`config.mk`:
```
export PLATFORM = sky130hd
export DESIGN_NAME = glitcbus_space_router_flat
export DESIGN_NICKNAME = d
export VERILOG_FILES = /design/src/rtl/glitcbus_space_router_if.sv /design/src/rtl/glitcbus_space_router.sv /design/src/flat_wrapper.sv
export SDC_FILE = /design/constraint.sdc
export NUM_CORES = 1
export LEC_CHECK = 0
export ABC_AREA = 1
export CAP_MARGIN = 20
export CORE_AREA = 2 2 156 158
export CTS_BUF_LIST = sky130_fd_sc_hd__clkbuf_2 sky130_fd_sc_hd__clkbuf_4 sky130_fd_sc_hd__clkbuf_8
export CTS_CLUSTER_SIZE = 28
export DETAILED_ROUTE_END_ITERATION = 8
export DIE_AREA = 0 0 158 160
export HOLD_SLACK_MARGIN = 0.1
export SKIP_LAST_GASP = 1
export SLEW_MARGIN = 30
export SYNTH_ARGS = -nofsm -noshare
export SYNTH_HDL_FRONTEND = slang
export SYNTH_SLANG_ARGS = --single-unit
```
`constraint.sdc`:
```
create_clock -name clk_i -period 3.6 [get_ports clk_i]
set_input_delay 0.54 -clock clk_i [delete_from_list [all_inputs] [get_ports clk_i]]
set_output_delay 0.54 -clock clk_i [all_outputs]
set_load 0.05 [all_outputs]
```
`src/rtl/glitcbus_space_router_if.sv`:
```
// Local-side GLITCBUS signal bundle for the space router: upstream request/readback
// plus the per-space strobe, select and readback lines.
interface glitcbus_space_router_if #(
    parameter int NSPACE  = 8,
    parameter int SEL_LSB = 4
);
    logic [15:0]          adr_i;
    logic [31:0]          dat_i;
    logic                 wr_i;
    logic                 rd_i;
    logic                 clr_i;
    logic [32*NSPACE-1:0] space_dat_i;
    logic [NSPACE-1:0]    space_ack_i;

    logic [NSPACE-1:0]    sel_o;
    logic                 wr_o;
    logic                 rd_o;
    logic [SEL_LSB-1:0]   adr_o;
    logic [31:0]          wdat_o;
    logic [31:0]          dat_o;
    logic                 ack_o;
    logic                 err_o;
    logic                 busy_o;
    logic                 overrun_o;

    modport slave (
        input  adr_i, dat_i, wr_i, rd_i, clr_i, space_dat_i, space_ack_i,
        output sel_o, wr_o, rd_o, adr_o, wdat_o, dat_o, ack_o, err_o, busy_o, overrun_o
    );

    modport master (
        output adr_i, dat_i, wr_i, rd_i, clr_i, space_dat_i, space_ack_i,
        input  sel_o, wr_o, rd_o, adr_o, wdat_o, dat_o, ack_o, err_o, busy_o, overrun_o
    );
endinterface

```
`src/rtl/glitcbus_space_router.sv`:
```
// GLITCBUS address router: decodes a space index (with optional aliasing), strobes the
// selected space, collects readback on a fixed or ack-driven handshake, and times out.
module glitcbus_space_router #(
    parameter int          NSPACE     = 8,
    parameter int          SEL_LSB    = 4,
    parameter int          SEL_BITS   = 4,
    parameter logic [15:0] ALIAS_MASK = 16'h0000,
    parameter logic [15:0] ACK_MASK   = 16'h0000,
    parameter int          TIMEOUT    = 31,
    parameter logic [31:0] UNMAPPED   = 32'hDEADBEEF
) (
    input  logic                   clk_i,
    input  logic                   rst_i,
    glitcbus_space_router_if.slave bus
);

    localparam int SW = (NSPACE > 1) ? $clog2(NSPACE) : 1;
    localparam logic [7:0] TIMEOUT_CNT = 8'(TIMEOUT);

    typedef enum logic [2:0] {
        ST_IDLE,
        ST_STROBE,
        ST_WAIT,
        ST_DONE,
        ST_ERR
    } state_t;

    state_t             state_q;
    logic [NSPACE-1:0]  sel_q;
    logic               wr_q;
    logic               rd_q;
    logic               ack_q;
    logic               err_q;
    logic               busy_q;
    logic               overrun_q;
    logic [SEL_LSB-1:0] adr_q;
    logic [31:0]        wdat_q;
    logic [31:0]        dat_q;
    logic [7:0]         cnt_q;
    logic [SW-1:0]      space_q;
    logic               isRead_q;
    logic               reqErr_q;
    logic               ackSeen_q;
    logic [31:0]        capDat_q;

    logic               reqValid;
    logic               reqBoth;
    logic               reqMapped;
    logic [SW-1:0]      reqSpace;
    logic [NSPACE-1:0]  reqOneHot;
    logic               midTransfer;
    int                 kIdx;
    logic [31:0]        curDat;
    logic               curAck;
    logic               curIsAck;

    assign reqValid    = bus.wr_i | bus.rd_i;
    assign reqBoth     = bus.wr_i & bus.rd_i;
    assign midTransfer = (state_q == ST_STROBE) || (state_q == ST_WAIT);

    // Indices past NSPACE are only mapped when their alias bit points back at a real space.
    always_comb begin
        kIdx      = int'({{(32-SEL_BITS){1'b0}}, bus.adr_i[SEL_LSB +: SEL_BITS]});
        reqMapped = 1'b0;
        reqSpace  = '0;
        reqOneHot = '0;
        for (int i = 0; i < NSPACE; i++) begin
            if ((kIdx == i) || (ALIAS_MASK[i] && (kIdx == i + NSPACE))) begin
                reqMapped    = 1'b1;
                reqSpace     = SW'(i);
                reqOneHot[i] = 1'b1;
            end
        end
    end

    always_comb begin
        curDat   = '0;
        curAck   = 1'b0;
        curIsAck = 1'b0;
        for (int i = 0; i < NSPACE; i++) begin
            if (space_q == SW'(i)) begin
                curDat   = bus.space_dat_i[32*i +: 32];
                curAck   = bus.space_ack_i[i];
                curIsAck = ACK_MASK[i];
            end
        end
    end

    // DONE and ERR accept a new request directly so back-to-back transfers lose no cycle;
    // an ack seen during STROBE is parked in capDat_q so completion still lands in WAIT.
    always_ff @(posedge clk_i or posedge rst_i) begin
        if (rst_i) begin
            state_q   <= ST_IDLE;
            sel_q     <= '0;
            wr_q      <= 1'b0;
            rd_q      <= 1'b0;
            ack_q     <= 1'b0;
            err_q     <= 1'b0;
            busy_q    <= 1'b0;
            overrun_q <= 1'b0;
            adr_q     <= '0;
            wdat_q    <= '0;
            dat_q     <= '0;
            cnt_q     <= '0;
            space_q   <= '0;
            isRead_q  <= 1'b0;
            reqErr_q  <= 1'b0;
            ackSeen_q <= 1'b0;
            capDat_q  <= '0;
        end else begin
            wr_q  <= 1'b0;
            rd_q  <= 1'b0;
            ack_q <= 1'b0;
            err_q <= 1'b0;

            if (reqValid && midTransfer) begin
                overrun_q <= 1'b1;
            end else if (bus.clr_i) begin
                overrun_q <= 1'b0;
            end

            case (state_q)
                ST_IDLE, ST_DONE, ST_ERR: begin
                    sel_q <= '0;
                    if (reqValid) begin
                        state_q   <= ST_STROBE;
                        busy_q    <= 1'b1;
                        adr_q     <= bus.adr_i[SEL_LSB-1:0];
                        wdat_q    <= bus.dat_i;
                        isRead_q  <= bus.rd_i;
                        space_q   <= reqSpace;
                        cnt_q     <= '0;
                        ackSeen_q <= 1'b0;
                        reqErr_q  <= reqBoth || !reqMapped;
                        if (!reqBoth && reqMapped) begin
                            sel_q <= reqOneHot;
                            wr_q  <= bus.wr_i;
                            rd_q  <= bus.rd_i;
                        end
                    end else begin
                        state_q <= ST_IDLE;
                        busy_q  <= 1'b0;
                    end
                end

                ST_STROBE: begin
                    if (reqErr_q) begin
                        state_q <= ST_ERR;
                        ack_q   <= 1'b1;
                        err_q   <= 1'b1;
                        if (isRead_q) begin
                            dat_q <= UNMAPPED;
                        end
                    end else begin
                        state_q <= ST_WAIT;
                        cnt_q   <= '0;
                        if (curIsAck && curAck) begin
                            ackSeen_q <= 1'b1;
                            capDat_q  <= curDat;
                        end
                    end
                end

                // Timeout fires on the first WAIT edge that finds the counter already at TIMEOUT.
                ST_WAIT: begin
                    if (!curIsAck || ackSeen_q || curAck) begin
                        state_q <= ST_DONE;
                        ack_q   <= 1'b1;
                        sel_q   <= '0;
                        if (isRead_q) begin
                            dat_q <= ackSeen_q ? capDat_q : curDat;
                        end
                    end else if (cnt_q == TIMEOUT_CNT) begin
                        state_q <= ST_ERR;
                        ack_q   <= 1'b1;
                        err_q   <= 1'b1;
                        sel_q   <= '0;
                        if (isRead_q) begin
                            dat_q <= UNMAPPED;
                        end
                    end else begin
                        cnt_q <= cnt_q + 8'd1;
                    end
                end

                default: begin
                    state_q <= ST_IDLE;
                    busy_q  <= 1'b0;
                    sel_q   <= '0;
                end
            endcase
        end
    end

    assign bus.sel_o     = sel_q;
    assign bus.wr_o      = wr_q;
    assign bus.rd_o      = rd_q;
    assign bus.adr_o     = adr_q;
    assign bus.wdat_o    = wdat_q;
    assign bus.dat_o     = dat_q;
    assign bus.ack_o     = ack_q;
    assign bus.err_o     = err_q;
    assign bus.busy_o    = busy_q;
    assign bus.overrun_o = overrun_q;

endmodule
```
`src/flat_wrapper.sv`:
```
// flat-port wrapper written by rule: the top's interface ports become plain ports
module glitcbus_space_router_flat 
#(
    parameter int          NSPACE     = 8,
    parameter int          SEL_LSB    = 4,
    parameter int          SEL_BITS   = 4,
    parameter logic [15:0] ALIAS_MASK = 16'h0000,
    parameter logic [15:0] ACK_MASK   = 16'h0000,
    parameter int          TIMEOUT    = 31,
    parameter logic [31:0] UNMAPPED   = 32'hDEADBEEF
)
  (clk_i, rst_i, bus_adr_i, bus_dat_i, bus_wr_i, bus_rd_i, bus_clr_i, bus_space_dat_i, bus_space_ack_i, bus_sel_o, bus_wr_o, bus_rd_o, bus_adr_o, bus_wdat_o, bus_dat_o, bus_ack_o, bus_err_o, bus_busy_o, bus_overrun_o);
  glitcbus_space_router_if #(.NSPACE(NSPACE), .SEL_LSB(SEL_LSB)) bus_i ();
  input  logic clk_i;
  input  logic rst_i;
  input wire logic [$bits(bus_i.adr_i)-1:0] bus_adr_i;
  input wire logic [$bits(bus_i.dat_i)-1:0] bus_dat_i;
  input wire logic [$bits(bus_i.wr_i)-1:0] bus_wr_i;
  input wire logic [$bits(bus_i.rd_i)-1:0] bus_rd_i;
  input wire logic [$bits(bus_i.clr_i)-1:0] bus_clr_i;
  input wire logic [$bits(bus_i.space_dat_i)-1:0] bus_space_dat_i;
  input wire logic [$bits(bus_i.space_ack_i)-1:0] bus_space_ack_i;
  output wire logic [$bits(bus_i.sel_o)-1:0] bus_sel_o;
  output wire logic [$bits(bus_i.wr_o)-1:0] bus_wr_o;
  output wire logic [$bits(bus_i.rd_o)-1:0] bus_rd_o;
  output wire logic [$bits(bus_i.adr_o)-1:0] bus_adr_o;
  output wire logic [$bits(bus_i.wdat_o)-1:0] bus_wdat_o;
  output wire logic [$bits(bus_i.dat_o)-1:0] bus_dat_o;
  output wire logic [$bits(bus_i.ack_o)-1:0] bus_ack_o;
  output wire logic [$bits(bus_i.err_o)-1:0] bus_err_o;
  output wire logic [$bits(bus_i.busy_o)-1:0] bus_busy_o;
  output wire logic [$bits(bus_i.overrun_o)-1:0] bus_overrun_o;
  assign bus_i.adr_i = bus_adr_i;
  assign bus_i.dat_i = bus_dat_i;
  assign bus_i.wr_i = bus_wr_i;
  assign bus_i.rd_i = bus_rd_i;
  assign bus_i.clr_i = bus_clr_i;
  assign bus_i.space_dat_i = bus_space_dat_i;
  assign bus_i.space_ack_i = bus_space_ack_i;
  assign bus_sel_o = bus_i.sel_o;
  assign bus_wr_o = bus_i.wr_o;
  assign bus_rd_o = bus_i.rd_o;
  assign bus_adr_o = bus_i.adr_o;
  assign bus_wdat_o = bus_i.wdat_o;
  assign bus_dat_o = bus_i.dat_o;
  assign bus_ack_o = bus_i.ack_o;
  assign bus_err_o = bus_i.err_o;
  assign bus_busy_o = bus_i.busy_o;
  assign bus_overrun_o = bus_i.overrun_o;
  glitcbus_space_router #(.NSPACE(NSPACE), .SEL_LSB(SEL_LSB), .SEL_BITS(SEL_BITS), .ALIAS_MASK(ALIAS_MASK), .ACK_MASK(ACK_MASK), .TIMEOUT(TIMEOUT), .UNMAPPED(UNMAPPED)) u_core (.clk_i(clk_i), .rst_i(rst_i), .bus(bus_i));
endmodule
```
Yosys cells after proc, flatten, opt, wreduce, memory -nomap -nowiden
Cells that the tools add are included.
{"block": "word_totals", "reg_bits": 90, "in_bits": 317, "output_inout_bits": 82, "word_cells": 105}
{"block": "op_classes", "n_eq_ne": 21, "muxes": 53, "bitwise": 2, "reduce_logical": 15}
{"cell": "$mux 32", "count": 11}
{"cell": "$pmux 32 s2", "count": 1}
{"cell": "$mux 1", "count": 28}
{"cell": "$mux 3", "count": 7}
{"cell": "$eq 4x4->1 const B", "count": 4}
{"cell": "$mux 8", "count": 2}
{"cell": "$pmux 8 s2", "count": 1}
{"cell": "$eq 3x3->1 const B", "count": 5}
{"cell": "$eq 3x2->1 const B", "count": 4}
{"cell": "$pmux 3 s3", "count": 1}
{"cell": "$eq 4x3->1 const B", "count": 2}
{"cell": "$eq 3x1->1 const B", "count": 2}
{"cell": "$logic_not 3->1", "count": 2}
{"cell": "$ne 2x1->1 const B", "count": 3}
{"cell": "$eq 4x2->1 const B", "count": 1}
{"cell": "$logic_not 4->1", "count": 1}
{"cell": "$pmux 1 s2", "count": 2}
{"cell": "$reduce_and 4->1", "count": 1}
{"cell": "$reduce_bool 2->1", "count": 2}
{"cell": "$reduce_or 3->1", "count": 1}
{"cell": "$logic_and 1x1->1", "count": 2}
{"cell": "$logic_not 1->1", "count": 2}
{"cell": "$logic_or 1x1->1", "count": 2}
{"cell": "$reduce_and 2->1", "count": 1}
{"cell": "other kinds (3)", "count": 3}

Logic depth before layout (Yosys ltp)
Gate-level depths: netlist (run 1).
{"block": "logic_depth", "depth_word": 13, "depth_mapped": 12}

Worst setup path after synthesis (run 1)
OpenSTA, ideal clock, no wires.
{"block": "synth_timing", "path_kind": "input port to flip-flop", "from": "in bus_rd_i", "to": "reg u_core.adr_q[0], in the netlist u_core.bus.adr_o[0]", "setup_time_ps": 66, "t_arrival_ps": 1356, "required_ps": 3534, "setup_slack_ps": 2179, "path_stages": 7, "cell_sequence": "nor2_1 > nor2_4 > inv_2 > buf_2 > buf_2 > nand2_1 > nand2_1"}
{"block": "synth_between", "elab_chain_len": 2}
{"element": "start, declared", "line": "flat_wrapper.sv:19", "source": "input wire logic [$bits(bus_i.rd_i)-1:0] bus_rd_i;"}
{"element": "$or 1x1->1", "line": "glitcbus_space_router.sv:57", "source": "assign reqValid = bus.wr_i | bus.rd_i;"}
{"element": "$reduce_and 2->1 (no source line)"}
{"element": "end signal, assigned", "line": "glitcbus_space_router.sv:128", "source": "adr_q <= bus.adr_i[SEL_LSB-1:0];"}
{"element": "end, declared", "line": "glitcbus_space_router.sv:36", "source": "logic [SEL_LSB-1:0] adr_q;"}
Every way passes these cells.
A chain may end at the register's enable or synchronous reset.

Final worst setup path (run 1)
{"block": "layout_timing", "from": "reg u_core.state_q[1]", "to": "reg u_core.dat_q[5], in the netlist u_core.bus.dat_o[5]"}
{"block": "layout_between", "elab_chain_len": 3}
{"element": "start, declared", "line": "glitcbus_space_router.sv:28", "source": "state_t state_q;"}
{"element": "start signal, assigned", "line": "glitcbus_space_router.sv:93", "source": "state_q <= ST_IDLE;"}
{"element": "start signal, assigned", "line": "glitcbus_space_router.sv:126", "source": "state_q <= ST_STROBE;"}
{"element": "start signal, assigned", "line": "glitcbus_space_router.sv:141", "source": "state_q <= ST_IDLE;"}
{"element": "$eq 3x1->1 / $eq 3x2->1 (equally long branches)", "line": "glitcbus_space_router.sv:122", "source": "case (state_q)"}
{"element": "$ne 2x1->1 (no source line) / $reduce_bool 2->1 (equally long branches)"}
{"element": "$reduce_and 4->1 (no source line)"}
{"element": "end signal, assigned", "line": "glitcbus_space_router.sv:171", "source": "dat_q <= ackSeen_q ? capDat_q : curDat;"}
{"element": "end, declared", "line": "glitcbus_space_router.sv:38", "source": "logic [31:0] dat_q;"}
Parallel ways exist; a longest one is shown, timed or not.

==> results of run 1 <==
## cell usage after synthesis, drive strengths merged
master / count
o211ai: 1
or2: 4
clkbuf: 9
nand3: 43
inv: 110
nand2: 316
nor2: 164
o21ai: 38
nand4: 33
nor3: 4
a21oi: 56
o22ai: 1
dfrtp: 90
a211oi: 1
buf: 36
## worst max-delay path by stage
stage / start / end / slack, ps / cells after the start
after CTS: u_core.space_q[1] / u_core.bus.dat_o[20] / 1250 / 11
after detailed placement: u_core.space_q[1] / u_core.bus.dat_o[29] / 1260 / 11
after floorplan: rst_i / u_core.bus.ack_o / 720 / 1
after global routing: u_core.state_q[1] / u_core.bus.dat_o[5] / 1060 / 9
final: u_core.state_q[1] / u_core.bus.dat_o[5] / 1320 / 9
after global placement: bus_rd_i / u_core.space_q[2] / 1290 / 6
## through the flow
step,std cells,power (mW),cell area [um^2],util,hold WS (ps)
floorplan,906,4.61,5840,-,551
global placement,1576,6.24,9920,0.416,452
detailed placement,1576,6.26,9920,0.416,458
CTS,1592,7.07,10100,0.425,481
global route,1592,7.51,10100,0.425,509
finish,1592,6.97,10100,0.425,479
## sequential cells by signal, summed over array words and instances (netlist names), 3 cells and up
signal             count
u_core.bus.sel_o       8
u_core.state_q         3
u_core.bus.adr_o       4
u_core.bus.wdat_o     32
u_core.bus.dat_o      32
u_core.space_q         3
## power breakdown
| group | internal (mW) | total (mW) | switching [mW] | leakage (nW) |
|---|---|---|---|---|
| Combinational | 1.52 | 4.59 | 3.07 | 3.51 |
| Clock | 0.356 | 0.776 | 0.420 | 0.110 |
| Sequential | 1.37 | 1.60 | 0.232 | 1.07 |
| Total | 3.25 | 6.97 | 3.72 | 4.68 |
## tightest hold or removal path, stage by stage (launching register included)
cell     delay [ps]
dfrtp_1         350
nand2_1          50
nand2_1          50
## per-layer routing
metal	track usage	routed length (um)
met1	0.233	10500
met2	0.334	12300
met3	0.0849	2960
met4	0.0397	241
met5	0	40
## cells by family (layout without fill, tap and decap cells)
group,after synthesis,after routing,share of synthesized area
simple gates,564,564,0.403
buf+inv,155,517,0.114
compound gates,97,97,0.0979
flops,90,90,0.386
## area by class of cell
| class | instances | area [um^2] |
|---|---|---|
| fillers | 2538 | 13700 |
| repair buffers | 391 | 3900 |
| multi-input cells | 661 | 2940 |
| flip-flops and latches | 90 | 2250 |
| inverters | 110 | 420 |
| well taps | 324 | 405 |
| clock buffers | 10 | 138 |
| clock inverters | 6 | 76.3 |
==> results.md, run 1 <==
* HPWL Detailed at 19,200 um
* Clock buffer depth at 2
* Leak at 4.68 nW
* Die Span Y at 160 um
* Synth Instances at 906
* Yosys reg bits at 90
* Unique cell type count in the Yosys netlist at 27
* Worst setup EP type: flip-flop
* Slew Viols, Final at 0
* Worst setup path class: reg -> reg
* MaxCap Viol Count at 0
* GRT Overall Usage at 0.197
* Via density at 4.41
* Post-CTS Setup Bufs at 0
* Most frequent cells in the layout: 382 x clkdlybuf4s50_1, 315 x nand2_1, 159 x nor2_1
* Root buffer cell: clkbuf_8
* Dominant cell type by area after synthesis: dfrtp_1
* Hold_buf cts at 0
* RSZ-0062 raised after global routing: no
* CP peak stage delay at 570 ps
* Fin crit period at 2280 ps
* Total number of vias at 7,015
* DR iter-0 viols at 376
* Crit path buffers/inverters at 3
* Worst Hold Endpoint: u_core.bus.adr_o[3]
* Remaining global-route overflow at 0
* Pin count of the biggest net entering global routing at 56
* Hold Startpoint: u_core.bus.adr_o[3]
* DRC at 0
* Routed wire per std cell at 16.3 um
* Vias in the first global route at 6,827
* Worst Path Arrival at 2590 ps
* Syn Area/Cell at 6.45 um^2
* Nets@finish at 1,580
* Cell repeated most along the worst path: inv_2
* Pre-antenna DRT Iters at 5
* Peak supply drop at 0.532 mV
* Worst hold stages at 2
* Clock-pin transition on the worst setup and hold timing paths at 100 ps
* Status: complete, no violations
* Measured slew at the worst slew-check pin at 850 ps
* Hold WC Path Type: reg -> reg
* Maximum fanout along the worst path at 32
* Count of final setup violators at 0
* Syn_nets at 1,223
* Slowest cell on the critical path: nand3_2
* Site Rows at 57
* Die width at 158 um
* Critical path cell sequence: inv_2 > nand2_1 > nor2_2 > inv_2 > nor2_4 > inv_2 > nand3_2 > a21oi_1 > a21oi_2
* Rel. slew slack at 0.433
* Die ar. at 25,300 um^2
* First-pass GRT wire length at 38,100 um
* ANT cells at 0
* Commonest non-fill, non-tap cell in the layout: clkdlybuf4s50_1
* # resized after CTS at 0
* Core footprint at 23,800 um^2
* CP required at 3910 ps
* Pwr/cell area at 688 nW/um^2
* GPL Wtd Cong at 0.863
* Area Growth Syn to Fin at 73.4%
* Post-synthesis cell area at 5840 um^2
* Final worst slack at 1320 ps
* Top delay family on crit path: simple AND/OR/NAND/NOR gates
* Initial antenna violation count at 3
* Routed Antenna Nets at 0
* R2R depth at 9
* Fin. Hold Viols at 0
* CP Launch Type: flip-flop
* Post-synthesis sequential area ratio at 0.386
* Final period util at 0.634
* Clock sinks at 90
* CTS Buf Count at 9
* I/O pin total at 399
* Initial Utilization at 0.245
* Clock skew at 21.3 ps
* FF-to-FF Start: u_core.state_q[1]
* Share of the synthesized area in the top cell type at 0.386
* Fmax at 438 MHz
* Syn. warnings at 0
* Reg2reg setup slack at 1320 ps
* H-tree levels at 3
* Port bufs at 382
* Top post-synthesis cells by area: dfrtp_1 39%, nand2_1 20%, nor2_1 10%, inv_1 6.3%, nand4_1 3.5%
* RR Endpoint: u_core.bus.dat_o[5]
* Worst skew pair latency at 390 ps
* Post-placement worst setup slack at 1260 ps
* CTS tree: yes
* TNS Setup at 0 ps
* Final wirelength at 26,000 um
* Fraction of final layout cells with drive strength greater than 1 at 0.0607
Note: power is estimated with default switching activity, not from simulation.
==> inputs of run 2 (changes only) <==
clock period = 2 ns   (was 3.6 ns; I/O delays follow)
==> results.md, run 2 (synthesis results as in run 1) <==
* Status: complete, no violations
* Total number of vias at 7,007
* Fmax at 529 MHz
* H-tree levels at 3
* Core footprint at 23,800 um^2
* Worst setup path class: reg -> out
* Post-CTS Setup Bufs at 0
* Die ar. at 25,300 um^2
* GPL Wtd Cong at 0.853
* Initial antenna violation count at 2
* Hold WC Path Type: in -> async
* TNS Setup at 0 ps
* Clock buffer depth at 2
* FF-to-FF Start: u_core.space_q[1]
* Pre-antenna DRT Iters at 4
* Hold slack final at 250 ps
* Worst setup EP type: primary output
* Dpl cells at 1,596
* Remaining global-route overflow at 0
* R2R depth at 8
* Peak supply drop at 1.03 mV
* Fillers at 2,470
* CP peak stage delay at 840 ps
* Post-Layout Cell Count at 1,613
* Fin crit period at 1890 ps
* Via density at 4.34
* # resized after CTS at 0
* Worst skew pair latency at 370 ps
* Site Rows at 57
* CTS Buf Count at 9
* I/O pin total at 399
* Clock sinks at 90
* Area after DPL at 10,200 um^2
* Clock skew at 10.3 ps
* Slew Viols, Final at 0
* Vias in the first global route at 6,986
* Routed wire per std cell at 16.2 um
* Port bufs at 382
* Initial Utilization at 0.245
* Fraction of final layout cells with drive strength greater than 1 at 0.0776
* Most frequent cells in the layout: 379 x clkdlybuf4s50_1, 315 x nand2_1, 159 x nor2_1
* HPWL Detailed at 20,300 um
* Fin. Hold Viols at 0
* Pwr/cell area at 1240 nW/um^2
* Area Growth Syn to Fin at 78.2%
* Final period util at 0.945
* Die width at 158 um
* Slowest cell on the critical path: clkdlybuf4s50_1
* First-pass GRT wire length at 38,200 um
* Maximum fanout along the worst path at 2
* Post-route cell area at 10,400 um^2
* CTS tree: yes
* DRC at 0
* Critical path cell sequence: clkdlybuf4s50_1
* Nets@finish at 1,600
* Crit path buffers/inverters at 1
* GRT Overall Usage at 0.198
* RR Endpoint: u_core.bus.dat_o[9]
* CP required at 1700 ps
* Hold_buf cts at 0
* Top delay family on crit path: buffers and inverters
* DR iter-0 viols at 353
* Rel. slew slack at 0.628
* MaxCap Viol Count at 0
* Reg area at 2250 um^2
* CP Launch Type: flip-flop
* Count of final setup violators at 0
* Multi-input gate area at 2940 um^2
* Leak at 4.82 nW
* Routed Antenna Nets at 0
* Commonest non-fill, non-tap cell in the layout: clkdlybuf4s50_1
* Final wirelength at 26,100 um
* Die Span Y at 160 um
* Worst Path Arrival at 1590 ps
* RSZ-0062 raised after global routing: no
* Measured slew at the worst slew-check pin at 556 ps
* Root buffer cell: clkbuf_8
* Clock-pin transition on the worst setup and hold timing paths at 110 ps
* Pin count of the biggest net entering global routing at 46
* Reg2reg setup slack at 180 ps
## run 2: changes by cell type in the layout (fill, tap and decap cells not counted), moves of 2 or more
cell and delta:
buf_4 +13, inv_6 -3, clkinvlp_4 +2, buf_12 +10
clkdlybuf4s50_1 -3
## run 2: how the worst max path moves through the flow
stage	from	endpoint	slack (ps)	cells past startpoint
3_3_place_gp	u_core.space_q[0]	u_core.bus.dat_o[4]	200	7
4_1_cts	u_core.bus.dat_o[27]	bus_dat_o[27]	50	1
6_report	u_core.bus.adr_o[2]	bus_adr_o[2]	110	1
5_1_grt	u_core.bus.dat_o[29]	bus_dat_o[29]	20	1
2_1_floorplan	u_core.state_q[0]	u_core.bus.dat_o[0]	580	8
3_5_place_dp	bus_wr_i	u_core.bus.wdat_o[9]	180	7
## run 2: worst register-to-register path, cell delays in order (launching register included)
cell     delay [ps]
dfrtp_1         520
inv_4           170
nand3_2         100
buf_12          190
o21ai_0         400
nor2_1           80
nand4_1         120
nand2_1          80
a21oi_2         110
## run 2: final cells by class
type	instances	share of cell area
clock inverters	7	0.00902
inverters	110	0.0405
repair buffers	411	0.401
multi-input cells	661	0.282
clock buffers	9	0.0119
diodes	1	0.000240
well taps	324	0.0390
flip-flops and latches	90	0.216
## run 2: report_power, final
part / total (mW) / switching [mW] / internal (mW)
sequential: 2.87 / 0.407 / 2.47
combinational: 8.68 / 5.59 / 3.08
clock: 1.40 / 0.784 / 0.613
## run 2: per-stage QoR
step	setup WS [ps]	utilization	power, mW
finish	110	0.437	12.9
floorplan	584	-	8.29
CTS	53.4	0.437	13.2
global placement	199	0.428	11.6
detailed placement	176	0.428	11.7
global route	20.5	0.437	14.0
## run 2: metal layers
metal  vias up  part of all wire  global-route usage  wire, um
met1      3163              0.40               0.224     10400
met4         2             0.012              0.0442       304
met3        21             0.098              0.0678      2550
li1       3548                 -                   -         -
met5         -           0.00042                   0        11
met2       273              0.49               0.355     12800
